### src/rtl/lab8_soc_sysid_read_phase.sv
// rtl/lab8_soc_sysid_read_phase.sv - one Avalon read: accept, data capture strobe and phase timeout
//
// Ports:
//   clock, reset_n     clock, asynchronous active-low reset
//   i_req              owner is in a request state (avm_read is high)
//   i_data             owner is waiting for readdatavalid after an accept
//   i_waitrequest      slave stall
//   i_readdatavalid    slave data valid
//   o_accept           request taken by the slave this cycle
//   o_capture          avm_readdata holds the word for this phase this cycle
//   o_expire           phase ran out of cycles without a capture
//
// The same instance serves the ID and timestamp phases; its counter restarts
// whenever no phase is active or a phase ends, so it is always 0 on entry to
// a request state.

module lab8_soc_sysid_read_phase #(
    parameter bit          USE_READDATAVALID = 1'b1,
    parameter int unsigned TIMEOUT_CYCLES    = 255
) (
    input  logic clock,
    input  logic reset_n,
    input  logic i_req,
    input  logic i_data,
    input  logic i_waitrequest,
    input  logic i_readdatavalid,
    output logic o_accept,
    output logic o_capture,
    output logic o_expire
);

    // The phase may use cycles 0 .. TIMEOUT_CYCLES-1; it expires in the last
    // of those if nothing was captured.
    localparam logic [15:0] TIMEOUT_LAST = 16'(TIMEOUT_CYCLES - 1);

    logic [15:0] r_cnt;
    logic        w_active;

    assign w_active = i_req | i_data;
    assign o_accept = i_req & ~i_waitrequest;

    // With readdatavalid the word may still land in the accept cycle itself;
    // a valid pulse outside the accept cycle or the data wait is ignored.
    generate
        if (USE_READDATAVALID) begin : g_rdv
            assign o_capture = (o_accept | i_data) & i_readdatavalid;
        end else begin : g_zero_latency
            assign o_capture = o_accept;
        end
    endgenerate

    assign o_expire = w_active & ~o_capture & (r_cnt >= TIMEOUT_LAST);

    always_ff @(posedge clock or negedge reset_n) begin
        if (!reset_n) begin
            r_cnt <= 16'd0;
        end else if (!w_active || o_capture || o_expire) begin
            r_cnt <= 16'd0;
        end else begin
            r_cnt <= r_cnt + 16'd1;
        end
    end

endmodule

### config.mk
export PLATFORM = sky130hd
export DESIGN_NAME = lab8_soc_sysid_read_phase
export DESIGN_NICKNAME = d
export VERILOG_FILES = /design/src/rtl/lab8_soc_sysid_read_phase.sv
export SDC_FILE = /design/constraint.sdc
export NUM_CORES = 1
export LEC_CHECK = 0
export BUFFER_PORTS_ARGS = -buffer_cell sky130_fd_sc_hd__buf_2
export CAP_MARGIN = 5
export CELL_PAD_IN_SITES_DETAIL_PLACEMENT = 0
export CELL_PAD_IN_SITES_GLOBAL_PLACEMENT = 1
export CORE_UTILIZATION = 45
export CTS_CLUSTER_SIZE = 12
export DETAILED_ROUTE_END_ITERATION = 8
export MAX_ROUTING_LAYER = met4
export PLACE_DENSITY = 0.79
export SYNTH_ARGS = -nofsm -noshare
export SYNTH_HDL_FRONTEND = slang
export SYNTH_SLANG_ARGS = --single-unit
### constraint.sdc
create_clock -name clock -period 4.8 [get_ports clock]
set_clock_uncertainty 0.15 [all_clocks]
set_input_delay 0.96 -clock clock [delete_from_list [all_inputs] [get_ports clock]]
set_output_delay 0.96 -clock clock [all_outputs]
set_load 0.01 [all_outputs]
== After elaboration in Yosys (flattened, before gate mapping) ==
Index checks and enable logic that the tools add are counted.

* Muxes and demuxes: 1
* Reductions and logical operators: 3
* Add/sub/neg operators: 1
* Order comparisons: 1
* Bitwise operators: 8

{| class="wikitable"
|+ Operators with widths
! kind !! count
|-
| 16-bit by 1-bit adder with 16-bit output, second input constant || 1
|-
| 16-bit by 8-bit greater-or-equal comparator with 1-bit output, second input constant || 1
|-
| 16-bit two-way mux || 1
|-
| 1-bit AND || 4
|-
| 1-bit logical OR || 2
|-
| 1-bit inverter || 2
|-
| 1-bit OR || 2
|-
| 1-bit zero test || 1
|}

* Logic and storage cells: 15
* Bits of input ports: 6
* Output and inout port bits: 3
* Bits in registers: 16

== Depth between registers and ports, before layout ==
* Word-level depth: 9
* Mapped depth: 5
* Depth with buffers taken out: 5

== Least setup slack after synthesis ==
Ideal clock, no wire load.

* Path type: input-to-output
* Start point: in i_data
* End point: out o_expire
* Path buffers: 0
* Data required time: 3.690 ns
* Cell stages on the path: 2
* Data arrival time: 1.613 ns
* Setup slack: 2.077 ns
* Path through: o2bb2ai_1 -> nor2b_1

* Cells in the longest elaborated chain, start to end: 5
* Elaborated cells between the ends (all ways): 6
* Those cells by class: 6 x bitwise

{| class="wikitable"
|+ RTL lines
! item !! line !! RTL
|-
| from (decl) || 24 || <nowiki>input logic i_data,</nowiki>
|-
| 1-bit OR || 46 || <nowiki>assign o_capture = (o_accept | i_data) & i_readdatavalid;</nowiki>
|-
| 1-bit AND || 46 ||
|-
| 1-bit inverter || 52 || <nowiki>assign o_expire = w_active & ~o_capture & (r_cnt >= TIMEOUT_LAST);</nowiki>
|-
| 1-bit AND (*) (2 in series) || 52 ||
|-
| to (decl) || 29 || <nowiki>output logic o_expire</nowiki>
|}

Mark *: on every way between the ends. The rest lies on a longest branch, timed or not.

== Worst setup path in the final report ==
Same ends and word-level chain as after synthesis.

==> results.sh <==
export IMPL_status="complete, no violations"
export IMPL_die_area_mm2=0.00165
export IMPL_post_cts_resized=0
export IMPL_avgRoutedWirePerCell_um=11.9
export IMPL_grt_overflow_total=0
export IMPL_crit_type="primary input to output pin"
export IMPL_layout_drive_gt1_share=0.219
export IMPL_finalInstanceArea_um2=791
export IMPL_grt_pass1_vias=390
export IMPL_reg_top3="r_cnt (16)"
export IMPL_holdWs_ns=0.385
export IMPL_synth_distinct_cells=24
export IMPL_final_max_slew_violation_count=0
export IMPL_netlist_top_cells_area="dfrtp_1 59%, a211oi_2 3.7%, ha_1 3.7%"
export IMPL_synth_top_cell_by_area="dfrtp_1"
export IMPL_drt_initial_drc_count=3
export IMPL_rsz0062_at_grt="false"
export IMPL_die_y_um=40.7
export IMPL_io_buffers=8
export IMPL_synth_top_area_frac=0.595
export IMPL_yosysWarnings=0
export IMPL_setup_viol=0
export IMPL_post_cts_buffers=0
export IMPL_core_area_mm2=0.00135
export IMPL_power_leakage_nw=0.338
export IMPL_drt_wl_total_um=1050
export IMPL_drc=0
export IMPL_post_route_period_util=0.644
export IMPL_dr_total_vias=461
export IMPL_start_util=0.499
export IMPL_final_seq_area_um2=400
export IMPL_syn_inst=55
export IMPL_grt_first_pass_wirelength_um=1650
export IMPL_synth_most_common_cell="dfrtp_1"
export IMPL_max_cap_violations=0
export IMPL_startpoint_type="primary input"
export IMPL_path_max_fanout=10
export IMPL_final_antenna_net_count=0
export IMPL_yosysSeqAreaShare=0.595
export IMPL_netlist_area_um2=673
export IMPL_cp_required_ns=3.69
export IMPL_place_congestion=0.703
export IMPL_power_per_cell_area_mw_per_mm2=300
export IMPL_num_io_pins=9
export IMPL_diodes=0
export IMPL_cts_tree="yes"
export IMPL_synthTopCellsByCount="16 x dfrtp_1, 5 x nor3_1, 3 x o21ai_0, 3 x or3_1"
export IMPL_fin_crit_ns=3.09
export IMPL_vias_per_cell=5.24
export IMPL_cts_clk_slew_worst_paths_ns=0.09
export IMPL_htree_num_levels=1
export IMPL_placed_cell_area_um2=754
export IMPL_async_reset_ff_frac=1.00
export IMPL_syn_mean_instance_area_um2=12.2
export IMPL_hold_viol=0
export IMPL_area_growth_pct=17.5
export IMPL_clkLatencyLatePin_ns=0.28
export IMPL_cts_made_buffers=3
export IMPL_hpwl_um=798
export IMPL_track_usage=0.170
export IMPL_holdBufCountCts=0
export IMPL_largest_register="r_cnt"
export IMPL_hp_class="register to register"
export IMPL_fillerInstances=121
export IMPL_fmax_mhz=324
export IMPL_crit_path_end_kind="output pin"
export IMPL_synth_edf_count=0
export IMPL_clockRootBuffer="clkbuf_4"
export IMPL_max_slew_worst_pin_slew_ns=0.808
export IMPL_antenna_found_initial=0
export IMPL_rows=13
export IMPL_ir_drop_mv=0.204
export IMPL_drtPass1Iterations=4
export IMPL_ys_ff_latch=16
export IMPL_largest_reg_flops=16
export IMPL_arrival_ns=1.98
export IMPL_grt_max_degree=17
export IMPL_die_w_um=40.7
export IMPL_synthFlopType="dfrtp_1"
export IMPL_fin_tns_setup_ns=0
export IMPL_layout_nets=82
export IMPL_clock_path_buffers=2
export IMPL_clkSinkCount=16
export IMPL_multi_input_area_um2=288
export IMPL_slew_headroom=0.461
==> per-layer routing <==
layer | vias up | wire length, um | part of all wire | GRT usage
met2 | 3 | 484 | 0.46 | 0.246
met4 | 0 | 11 | 0.011 | 0.125
li1 | 235 | - | - | -
met5 | - | 0 | 0 | -
met1 | 221 | 517 | 0.49 | 0.201
met3 | 2 | 31 | 0.030 | 0.0489
==> cell type report <==
type                       instances  share of cell area
tap                               15              0.0237
inverter                           2             0.00949
sequential                        16               0.506
timing repair buffer               8              0.0506
multi-input combinational         43               0.364
clock buffer                       4              0.0459
==> worst max-delay path: stages <==
cell	delay (ns)
buf_2	0.11
o2bb2ai_1	0.65
nor2b_1	0.09
buf_2	0.17
==> report_power, final <==
group	total, mW	internal [mW]	switching, mW	leakage (nW)
Sequential	0.138	0.138	0.000807	0.207
Combinational	0.0125	0.00421	0.00834	0.109
Clock	0.0859	0.0461	0.0399	0.0210
==> metrics by stage <==
step,util,cells,setup WS (ns),power [mW]
global placement,0.559,84,1.70,0.154
detailed placement,0.559,84,1.70,0.154
floorplan,-,61,2.08,0.147
global route,0.586,88,1.65,0.252
CTS,0.586,88,1.69,0.242
finish,0.586,88,1.71,0.237
==> placed cells by master, fill, tap and decap left out, drive strengths merged, types with 2 or more instances in the layout <==
master,instances
conb,7
o211ai,2
inv,2
buf,8
ha,2
nor2b,2
nand4,2
nand3,3
dfrtp,16
xnor2,2
o21ai,3
nor3,5
a211oi,3
clkbuf,4
nor4,2
or3,3
==> path summary, 6_finish.rpt <==
path	depth (start not counted)	end	from	slack (ns)
max in group asynchronous	1	r_cnt[1]	reset_n	3.82
min	1	r_cnt[0]	r_cnt[0]	0.39
max reg2reg	5	r_cnt[3]	r_cnt[0]	3.21
min in group asynchronous	1	r_cnt[4]	reset_n	0.42
min reg2reg	1	r_cnt[0]	r_cnt[0]	0.39
max	4	o_expire	i_data	1.71
==> logic make-up after synthesis <==
group           after synthesis  synth area share
buf+inv                       2            0.0112
compound gates               11             0.136
flops                        16             0.595
simple gates                 20             0.177
xor+xnor                      3            0.0390
fa+ha+maj                     2            0.0372
other cells                   1           0.00557
(Power assumes the default switching activity.)
